--- src/rtl/sram_port_arbiter.sv ---
// rtl/sram_port_arbiter.sv - two-master round-robin arbiter/sequencer for one single-port SRAM
//
// Purpose: grants one SRAM access per cycle to instruction-fetch master M0 or
// load/store master M1, drives the SRAM control pins during the granted cycle,
// and returns registered read data to the master that issued the read.
//
// Ports:
//   CLK, RST                  clock (posedge), synchronous active-high reset
//   Mx_REQ/WE/ADDR/BE/DI      master x request and command fields (x = 0, 1)
//   Mx_GNT                    one-cycle pulse: request consumed, SRAM access this cycle
//   Mx_RVALID/RDATA           one-cycle read-data-valid pulse, data held until next read
//   SRAM_CSN/WEN              active-low chip select / write enable
//   SRAM_ADDR/BE/DI           SRAM address, byte enables, write data
//   SRAM_DOUT                 SRAM asynchronous read data
//
// Optional build macro: SRAM_ARB_FIXED_PRIO_EN
//   defined   -> M0 wins every conflict (M1 may starve)
//   undefined -> round-robin on conflicts

module sram_port_arbiter #(
    parameter int AWIDTH = 12
) (
    input  logic              CLK,
    input  logic              RST,

    input  logic              M0_REQ,
    input  logic              M0_WE,
    input  logic [AWIDTH-1:0] M0_ADDR,
    input  logic [3:0]        M0_BE,
    input  logic [31:0]       M0_DI,
    output logic              M0_GNT,
    output logic              M0_RVALID,
    output logic [31:0]       M0_RDATA,

    input  logic              M1_REQ,
    input  logic              M1_WE,
    input  logic [AWIDTH-1:0] M1_ADDR,
    input  logic [3:0]        M1_BE,
    input  logic [31:0]       M1_DI,
    output logic              M1_GNT,
    output logic              M1_RVALID,
    output logic [31:0]       M1_RDATA,

    output logic              SRAM_CSN,
    output logic              SRAM_WEN,
    output logic [AWIDTH-1:0] SRAM_ADDR,
    output logic [3:0]        SRAM_BE,
    output logic [31:0]       SRAM_DI,
    input  logic [31:0]       SRAM_DOUT
);

    typedef enum logic {
        IDLE   = 1'b0,
        ACCESS = 1'b1
    } state_t;

    state_t            state;
    state_t            state_nxt;

    // Command register: the access being performed while in ACCESS.
    logic              cmd_we;
    logic [AWIDTH-1:0] cmd_addr;
    logic [3:0]        cmd_be;
    logic [31:0]       cmd_di;
    logic              owner;
    logic              last;

    logic              rvalid0;
    logic              rvalid1;
    logic [31:0]       rdata0;
    logic [31:0]       rdata1;

    logic              elig0;
    logic              elig1;
    logic              grant_any;
    logic              winner;
    logic              win_we;
    logic [AWIDTH-1:0] win_addr;
    logic [3:0]        win_be;
    logic [31:0]       win_di;

    // Next-state, arbitration and output decode.
    always_comb begin
        state_nxt = IDLE;
        winner    = 1'b0;
        win_we    = M0_WE;
        win_addr  = M0_ADDR;
        win_be    = M0_BE;
        win_di    = M0_DI;

        // The owner still holds REQ during its GNT cycle; mask it so the
        // same request is not granted twice.
        elig0     = M0_REQ && !(state == ACCESS && owner == 1'b0);
        elig1     = M1_REQ && !(state == ACCESS && owner == 1'b1);
        grant_any = elig0 || elig1;

`ifdef SRAM_ARB_FIXED_PRIO_EN
        winner = !elig0;
`else
        if (elig0 && elig1) begin
            winner = ~last;
        end else begin
            winner = elig1;
        end
`endif

        if (winner) begin
            win_we   = M1_WE;
            win_addr = M1_ADDR;
            win_be   = M1_BE;
            win_di   = M1_DI;
        end

        if (grant_any) begin
            state_nxt = ACCESS;
        end
    end

    // SRAM pins sit at their idle values unless an access is in flight.
    always_comb begin
        SRAM_CSN  = 1'b1;
        SRAM_WEN  = 1'b1;
        SRAM_ADDR = '0;
        SRAM_BE   = '0;
        SRAM_DI   = '0;
        M0_GNT    = 1'b0;
        M1_GNT    = 1'b0;
        if (state == ACCESS) begin
            SRAM_CSN  = 1'b0;
            SRAM_WEN  = ~cmd_we;
            SRAM_ADDR = cmd_addr;
            SRAM_BE   = cmd_be;
            SRAM_DI   = cmd_di;
            M0_GNT    = (owner == 1'b0);
            M1_GNT    = (owner == 1'b1);
        end
    end

    always_ff @(posedge CLK) begin
        if (RST) begin
            state    <= IDLE;
            last     <= 1'b1;
            owner    <= 1'b0;
            cmd_we   <= 1'b0;
            cmd_addr <= '0;
            cmd_be   <= '0;
            cmd_di   <= '0;
            rvalid0  <= 1'b0;
            rvalid1  <= 1'b0;
            rdata0   <= '0;
            rdata1   <= '0;
        end else begin
            state <= state_nxt;
            if (grant_any) begin
                cmd_we   <= win_we;
                cmd_addr <= win_addr;
                cmd_be   <= win_be;
                cmd_di   <= win_di;
                owner    <= winner;
                last     <= winner;
            end

            // Read data is captured at the edge closing the ACCESS cycle;
            // the SRAM read path is asynchronous so SRAM_DOUT is settled.
            rvalid0 <= (state == ACCESS) && !cmd_we && (owner == 1'b0);
            rvalid1 <= (state == ACCESS) && !cmd_we && (owner == 1'b1);
            if (state == ACCESS && !cmd_we) begin
                if (owner == 1'b0) begin
                    rdata0 <= SRAM_DOUT;
                end else begin
                    rdata1 <= SRAM_DOUT;
                end
            end
        end
    end

    assign M0_RVALID = rvalid0;
    assign M1_RVALID = rvalid1;
    assign M0_RDATA  = rdata0;
    assign M1_RDATA  = rdata1;

endmodule

--- config.mk ---
export PLATFORM = sky130hd
export DESIGN_NAME = sram_port_arbiter
export DESIGN_NICKNAME = d
export VERILOG_FILES = /design/src/rtl/sram_port_arbiter.sv
export SDC_FILE = /design/constraint.sdc
export NUM_CORES = 1
export LEC_CHECK = 0
export ABC_AREA = 1
export CORE_UTILIZATION = 25
export DETAILED_ROUTE_END_ITERATION = 7
export SETUP_SLACK_MARGIN = 0.5
export SLEW_MARGIN = 20
export SYNTH_ARGS = -nofsm -noshare
export SYNTH_HDL_FRONTEND = slang
export SYNTH_SLANG_ARGS = --single-unit
--- constraint.sdc ---
create_clock -name CLK -period 1.55 [get_ports CLK]
set_input_delay 0.2325 -clock CLK [delete_from_list [all_inputs] [get_ports CLK]]
set_output_delay 0.2325 -clock CLK [all_outputs]
set_load 0.01 [all_outputs]
==> flow_metrics.tcl, run 1 <==
set metrics [dict create \
    numCtsBuffers 17 \
    die_x_um 149.0 \
    final-setup-viol-count 4 \
    dp.cells 1334 \
    cts_hold_buf 0 \
    slew_violations 0 \
    crit_path_max_fanout 7 \
    io_buffers 251 \
    power_mw 9.915 \
    path_buf_inv 5 \
    outcome "complete, but fails checks" \
    async_flop_share 0 \
    yosysTopAreaCellShare 0.4375 \
    min_path_cells 3 \
    holdCritPathClass "input port to register" \
    synthTopCellsByCount "231 x nand2_1, 151 x inv_1, 132 x nand3_1" \
    fin_ws_ns -0.003777 \
    grt_pass1_wl_um 31390 \
    grt.total_usage 0.1862 \
    io_pins 252 \
    start_util 0.2560 \
    drt-total-wl_um 22650 \
    ant_nets 0 \
    ys_warn_count 0 \
    syn_area_um2 5399 \
    cp.arrival_ns 1.92 \
    overflow 0 \
    slowest_stage "dfxtp_4" \
    synthCells 828 \
    clk_path_buf_depth 2 \
    grt_max_degree 39 \
    required_ns 1.92 \
    p_per_area_nw_per_um2 892.0 \
    synth_most_common_cell "nand2_1" \
    dr.pass1.iters 5 \
    antennaDiodeCount 0 \
    core_um2 21090 \
    irDropWorstVdd_mv 0.7710 \
    yosysTopAreaCell "dfxtp_1" \
    antenna_found_initial 0 \
    slew_headroom 0.8399 \
    hold_violations 0 \
    drive_gt1_frac 0.4458 \
    instances_no_fill 1428 \
    drtIter0Drc 234 \
    ys_ff_latch 118 \
    crit_cells 11 \
    whs_ns 0.4192 \
    violations "negative setup slack" \
    syn_nets 962 \
    crit_type "register to register" \
    leakage_nw 5.716 \
    grt_pass1_vias 5859 \
    clockRootBuffer "clkbuf_16" \
    rsz0062_at_grt "true" \
    min_period_ns 1.554 \
    synth.avg_cell_area_um2 6.520 \
    clkTransAtPathRegs_ns 0.06 \
    dieArea_um2 22190 \
    seq_area_frac_synth 0.4375 \
    fin_skew_ns 0.008354 \
    end_kind "register" \
    die_h_um 149.0 \
    crit_chain "buf_6 > buf_12 > nand2_8 > nand2_8 > nand2_4 > nor2_4 > buf_12 > buf_12 > buf_16 > nand2_1 > nand2_1" \
    ys_types 19 \
    max_stage_delay_ns 0.38 \
    cp_common_cell "buf_12" \
    dp_hpwl_um 12870 \
    worstSkewPairLatency_ns 0.42 \
    max_freq_mhz 643.6 \
    reg2reg_depth 11 \
    cts.sinks 118 \
    synth_top_flop_cell "dfxtp_1" \
    fin_crit_sh 1.002 \
    place_congestion 0.8053 \
    cpLargestDelayFamily "buffers and inverters" \
    areaGrowthSynthToFinish_pct 105.9 \
    critPathLaunchType "register" \
    yosys-top-cells-area "dfxtp_1 44%, nand2_1 16%, nand3_1 12%, inv_1 10%, nor2_1 4.6%" \
    htreeDepth 4 \
    tritoncts "built" \
    viasPerCell 4.432 \
    rows 53 \
    drc 0 \
    vias 6329 \
    tightestPinTransition_ns 0.2402 \
    wl_per_cell_um 15.86 \
    drv_cap 0 \
    fin_nets 1274 \
    synth_edf_count 0 \
]
logic make-up after synthesis:
kind of cell / after synthesis / synth area share
compound gates: 66 / 0.06327
buf+inv: 207 / 0.1567
flops: 118 / 0.4375
simple gates: 437 / 0.3425
cell usage in the layout, fill, tap and decap left out, types with 4 or more instances in the layout:
master           count
nand2_2             52
a21oi_1              5
buf_4               31
dfxtp_2             65
clkinv_4             4
nand2_4             61
clkbuf_16           27
buf_12              28
buf_16              12
nor2_1              50
clkinvlp_4           5
inv_1              123
a21oi_2             28
nand3_1            130
nor2_4               4
nor2_2              14
buf_6              115
clkdlybuf4s50_1    133
buf_2               14
o21ai_1             29
inv_2               26
dfxtp_1             50
nand2_8              5
nand2_1            118
flip-flops by register name, indices dropped and copies added, names as in the netlist:
| register | cells |
|---|---|
| cmd_we | 1 |
| last | 1 |
| cmd_addr | 12 |
| M1_RDATA | 32 |
| M0_RDATA | 32 |
| M0_RVALID | 1 |
| cmd_be | 4 |
| state | 1 |
| cmd_di | 32 |
| M1_RVALID | 1 |
| owner | 1 |
stage by stage:
stage | area [um^2] | setup TNS (ns) | utilization | setup slack (ns)
final | 11120 | -0.007882 | 0.5271 | -0.003777
after global routing | 11120 | -4.979 | 0.5271 | -0.09685
after detailed placement | 8446 | -0.09181 | 0.4005 | -0.02155
after floorplan | 5520 | 0 | - | 0.3828
after CTS | 9940 | -0.02707 | 0.4713 | -0.005106
after global placement | 8446 | -0.02891 | 0.4005 | -0.02240
worst paths after layout:
kind / start / endpoint / slack [ns]
worst min register to register: cmd_di[31]$_SDFFE_PP0P_ / cmd_di[31]$_SDFFE_PP0P_ / 0.45
worst max-delay path: state$_SDFF_PP0_ / cmd_di[30]$_SDFFE_PP0P_ / -0.004
worst min-delay path: SRAM_DOUT[25] / M0_RDATA[25]$_SDFFE_PP0P_ / 0.42
worst max register to register: state$_SDFF_PP0_ / cmd_di[30]$_SDFFE_PP0P_ / -0.004
power by group:
group / switching [mW] / total [mW] / internal, mW
combinational: 1.16 / 2.57 / 1.41
clock: 1.58 / 3.83 / 2.25
sequential: 0.225 / 3.51 / 3.29
total: 2.97 / 9.91 / 6.95
worst register-to-register path: cells and delay by family, from the launching register on:
kind | cells | cell delay, ns
buffers and inverters | 5 | 0.59
DFF | 1 | 0.38
and+or+nand+nor | 6 | 0.53
per-layer routing:
layer	track usage	wire length (um)	vias to the layer above
met4	0.05153	316	0
met5	0	0	-
met3	0.07370	1942	27
met2	0.3042	11070	218
li1	-	-	3150
met1	0.2252	9325	2934
area by class of cell:
cell class / count / area [um^2]
Clock buffer: 18 / 439.2
Clock inverter: 14 / 127.6
Fill cell: 1996 / 9972
Inverter: 154 / 616.8
Multi-Input combinational cell: 503 / 3018
Sequential cell: 118 / 2455
Tap cell: 275 / 344.1
Timing Repair Buffer: 346 / 4115
timing repair:
item	CTS	global route
buffers inserted	17	19
endpoints found under the hold margin	0	0
endpoints found under the setup margin	236	236
resized for setup	774	206
gates cloned	12	14
pin swaps	47	70
Note: power is estimated with default switching activity, not from simulation.
==> inputs of run 2 (changes only) <==
- SETUP_SLACK_MARGIN: 0.5 -> unset
==> flow_metrics.tcl, run 2 (synthesis results as in run 1) <==
set metrics [dict create \
    multiInputGateArea_um2 2295 \
    core_um2 21090 \
    nFillCells 2156 \
    numCtsBuffers 17 \
    drc 0 \
    seqCellArea_um2 2367 \
    start_util 0.2560 \
    overflow 0 \
    grt_pass1_wl_um 29440 \
    crit_type "register to primary output" \
    dr.pass1.iters 5 \
    p_per_area_nw_per_um2 1003 \
    final_common_cell "nand2_1" \
    slowest_stage "dfxtp_4" \
    min_period_ns 1.624 \
    fin_crit_sh 1.048 \
    rsz0062_at_grt "true" \
    viasPerCell 4.280 \
    final_cell_mix "216 x nand2_1, 137 x inv_1, 136 x clkdlybuf4s50_1" \
    whs_ns 0.4251 \
    crit_chain "buf_12 > buf_16 > buf_12 > nand2_2 > inv_2 > buf_6" \
    fin_ws_ns -0.07426 \
    clkTransAtPathRegs_ns 0.06 \
    drtIter0Drc 297 \
    drt-total-wl_um 19980 \
    tns_ns -0.1549 \
    irDropWorstVdd_mv 0.5769 \
    max_freq_mhz 615.7 \
    slew_violations 0 \
    antennaDiodeCount 0 \
    tightestPinTransition_ns 0.2968 \
    cp_common_cell "buf_12" \
    place_ws_ns 0.009526 \
    cts_hold_buf 0 \
    tritoncts "built" \
    ant_nets 0 \
    violations "negative setup slack" \
    outcome "complete, but fails checks" \
    post-route-util 0.4430 \
    hold_violations 0 \
    holdCritPathClass "input port to register" \
    final-setup-viol-count 6 \
    die_h_um 149.0 \
    path_buf_inv 5 \
    cpLargestDelayFamily "buffers and inverters" \
    fin_nets 1226 \
    grt_pass1_vias 5485 \
    max_stage_delay_ns 0.39 \
    grt.total_usage 0.1719 \
    cp.arrival_ns 1.39 \
    die_x_um 149.0 \
    crit_path_max_fanout 5 \
    slew_headroom 0.8022 \
    dieArea_um2 22190 \
    worstSkewPairLatency_ns 0.42 \
    end_kind "primary output" \
    drv_cap 0 \
    htreeDepth 4 \
    drive_gt1_frac 0.1575 \
    dp_hpwl_um 12950 \
    fin_skew_ns 0.01096 \
    areaGrowthSynthToFinish_pct 73.02 \
    wl_per_cell_um 14.48 \
    io_buffers 251 \
    vias 5907 \
    io_pins 252 \
    antenna_found_initial 1 \
    clockRootBuffer "clkbuf_16" \
    rows 53 \
    clk_path_buf_depth 2 \
    critPathLaunchType "register" \
    grt_max_degree 50 \
    cts.sinks 118 \
    required_ns 1.32 \
    place_congestion 0.7763 \
    leakage_nw 5.569 \
]
## run 2: changes by cell type in the layout (fill, tap and decap cells not counted), moves of 15 or more
| cell | delta |
|---|---|
| nand2_1 | +98 |
| dlymetal6s2s_1 | +44 |
| nand2_2 | -42 |
| a21oi_2 | -28 |
| dlygate4sd2_1 | +19 |
| dfxtp_2 | -64 |
| nor2_1 | +16 |
| a21oi_1 | +28 |
| nand2_4 | -54 |
| o21ai_0 | +26 |
| dfxtp_1 | +66 |
| buf_6 | -91 |
| buf_2 | +15 |
| o21ai_1 | -24 |
## run 2: through the flow
| stage | power, mW | area (um^2) | cells |
|---|---|---|---|
| global route | 9.813 | 9341 | 1380 |
| global placement | 5.172 | 8377 | 1334 |
| finish | 9.365 | 9341 | 1380 |
| CTS | 9.398 | 9060 | 1377 |
| detailed placement | 5.183 | 8377 | 1334 |
| floorplan | 4.191 | 5399 | 828 |
## run 2: area by class of cell
type	count	share of cell area
Clock inverter	14	0.01862
Clock buffer	18	0.04701
Multi-Input combinational cell	503	0.2456
Sequential cell	118	0.2534
Tap cell	275	0.03683
Timing Repair Buffer	298	0.3363
Inverter	154	0.06215
## run 2: worst paths after layout
| check | from | end | slack (ns) | cells after the start |
|---|---|---|---|---|
| worst max-delay path | state$_SDFF_PP0_ | SRAM_DI[9] | -0.07 | 6 |
| worst min-delay path | SRAM_DOUT[2] | M1_RDATA[2]$_SDFFE_PP0P_ | 0.43 | 3 |
| worst max register to register | state$_SDFF_PP0_ | cmd_di[29]$_SDFFE_PP0P_ | 0.04 | 10 |
| worst min register to register | cmd_addr[4]$_SDFFE_PP0P_ | cmd_addr[4]$_SDFFE_PP0P_ | 0.45 | 2 |
## run 2: routing by layer
metal,GRT usage,up-vias,part of all wire
met4,0.05765,2,0.023
met3,0.04526,32,0.059
met5,0,-,0.00065
met1,0.2180,2642,0.45
li1,-,3040,-
met2,0.2812,191,0.47
## run 2: where the power goes
| part | total (mW) | switching, mW | internal, mW | leakage [nW] |
|---|---|---|---|---|
| Clock | 4.11 | 1.53 | 2.58 | 0.301 |
| Combinational | 1.85 | 0.901 | 0.948 | 4.30 |
| Sequential | 3.40 | 0.133 | 3.27 | 0.970 |
## run 2: worst min-delay path: stages
cell and delay [ns]:
clkdlybuf4s50_1 0.42, nor2_1 0.11, nor2_1 0.05
## run 2: repair_timing
action,in CTS,in global routing
setup endpoints to repair,71,116
pin swaps,5,3
gates resized for setup,246,96
buffers inserted,7,3
cloned,4,5
==> inputs of run 3 (changes only) <==
- CORE_MARGIN: unset -> 1.5
==> flow_metrics.tcl, run 3 (synthesis results as in run 1) <==
set metrics [dict create \
    global_route.usage.met2 0.2725 \
    worst-r2r-setup-slack_ns 0.05 \
    dp_hpwl_um 12920 \
    max_stage_delay_ns 0.39 \
    p_sw_frac 0.2761 \
    pwr-share-comb 0.214 \
    fin_crit_sh 0.9877 \
    slew_headroom 0.7520 \
    outcome "complete, no violations" \
    fin_nets 1229 \
    overflow 0 \
    cpLargestDelayFamily "buffers and inverters" \
    ant_nets 0 \
    p_seq_frac 0.373 \
    cp_common_cell "buf_12" \
    final_cell_mix "209 x nand2_1, 148 x clkdlybuf4s50_1, 132 x nand3_1" \
    clockRootBuffer "clkbuf_16" \
    grt.total_usage 0.1642 \
    antenna_found_initial 0 \
    final-setup-viol-count 0 \
    slowest_stage "dfxtp_4" \
    worstSkewPairLatency_ns 0.41 \
    tightestPinTransition_ns 0.3720 \
    die_x_um 150.0 \
    top_usage_layer "met2" \
    areaGrowthSynthToFinish_pct 77.45 \
    core_um2 21090 \
    holdCritPathClass "input port to register" \
    start_util 0.2560 \
    antennaDiodeCount 0 \
    dr.pass1.iters 5 \
    io_buffers 251 \
    clk_path_buf_depth 2 \
    irDropWorstVdd_mv 0.6037 \
    postPlaceCellArea_um2 8357 \
    cts.sinks 118 \
    grt_pass1_wl_um 28700 \
    clkTransAtPathRegs_ns 0.06 \
    p_int_mw 6.617 \
    crit_chain "buf_12 > buf_12 > nand2_1 > inv_1 > buf_2" \
    viasPerCell 4.230 \
    fin_skew_ns 0.006053 \
    required_ns 1.32 \
    crit_type "register to primary output" \
    drc 0 \
    cts_hold_buf 0 \
    tritoncts "built" \
    dieArea_um2 22490 \
    htreeDepth 4 \
    final_common_cell "nand2_1" \
    die_h_um 150.0 \
    drv_cap 0 \
    slew_violations 0 \
    wl_per_cell_um 14.63 \
    rsz0062_at_grt "true" \
    vias 5850 \
    max_freq_mhz 653.2 \
    grt_max_degree 50 \
    whs_ns 0.4276 \
    critPathLaunchType "register" \
    leakage_nw 5.423 \
    drtIter0Drc 337 \
    crit_path_max_fanout 8 \
    drt-total-wl_um 20240 \
    met1_usage 0.2068 \
    grtUsageMet3 0.03567 \
    drive_gt1_frac 0.1814 \
    grt_pass1_vias 5465 \
    end_kind "primary output" \
    min_period_ns 1.531 \
    io_pins 252 \
    hold_violations 0 \
    p_per_area_nw_per_um2 954.1 \
    rows 53 \
    cp.arrival_ns 1.30 \
    place_congestion 0.8042 \
    power_switching_mw 2.524 \
    final_area_um2 9580 \
    path_buf_inv 4 \
    numCtsBuffers 17 \
    p_clk_frac 0.414 \
]
[run 3: changes by cell type in the layout (fill, tap and decap cells not counted), sizes merged]
cell           before  now
buf                92   82
clkinvlp            1    4
clkdlybuf4s15       0    1
clkinv              8    6
clkbuf             25   38
clkdlybuf4s50     136  148
inv               156  154
bufinv              3    1
dlymetal6s2s       44   34
[run 3: power groups by stage]
stage	logic [mW]	clock network, mW	registers [mW]
2_1_floorplan	0.719	0	3.47
3_3_place_gp	1.70	0	3.45
3_5_place_dp	1.72	0	3.45
4_1_cts	1.72	3.87	3.39
5_1_grt	2.13	4.00	3.43
6_report	1.95	3.78	3.41
[run 3: layer usage]
layer  vias up  wire length, um
met5         -                0
met4         0              443
met3        28             1164
li1       3040                -
met2       166             9739
met1      2616             8893
[run 3: final timing paths]
check	cells after the start	to	from
worst min-delay path	3	M0_RDATA[19]$_SDFFE_PP0P_	SRAM_DOUT[19]
worst max register to register	10	cmd_di[9]$_SDFFE_PP0P_	state$_SDFF_PP0_
worst max-delay path	5	SRAM_BE[0]	state$_SDFF_PP0_
worst min register to register	2	cmd_addr[10]$_SDFFE_PP0P_	cmd_addr[10]$_SDFFE_PP0P_
[run 3: area by class of cell]
class                      count  area, um^2
multi-input combinational    503        2365
inverter                     154       585.6
clock buffer                  21       470.5
fill                        2152       11510
timing repair buffer         301        3347
tap                          275       344.1
sequential                   118        2367
clock inverter                11       101.3
[run 3: worst reg2reg max path, stage by stage, from the launching register on]
cell and delay [ns]:
dfxtp_4 0.39, buf_12 0.14, buf_8 0.12, nand2_8 0.06, nand2_8 0.11, nand2_4 0.06
nor2_4 0.12, buf_12 0.16, clkbuf_16 0.17, nand2_1 0.06, nand2_1 0.07
[run 3: repair_timing]
item	in CTS	in global routing
pin swaps	1	10
endpoints found under the setup margin	93	160
gates resized for setup	226	149
buffers inserted	9	2
cloned	1	13
[run 3: through the flow]
step | util | setup TNS [ns] | worst slack [ns] | total power, mW | cells
finish | 0.4543 | 0 | 0.01904 | 9.141 | 1383
global route | 0.4543 | -0.6499 | -0.03535 | 9.560 | 1383
CTS | 0.4219 | -0.8071 | -0.07900 | 8.984 | 1370
detailed placement | 0.3963 | -0.8401 | -0.04185 | 5.168 | 1328
global placement | 0.3963 | -0.01273 | -0.006426 | 5.153 | 1328
floorplan | - | 0 | 0.3310 | 4.191 | 828
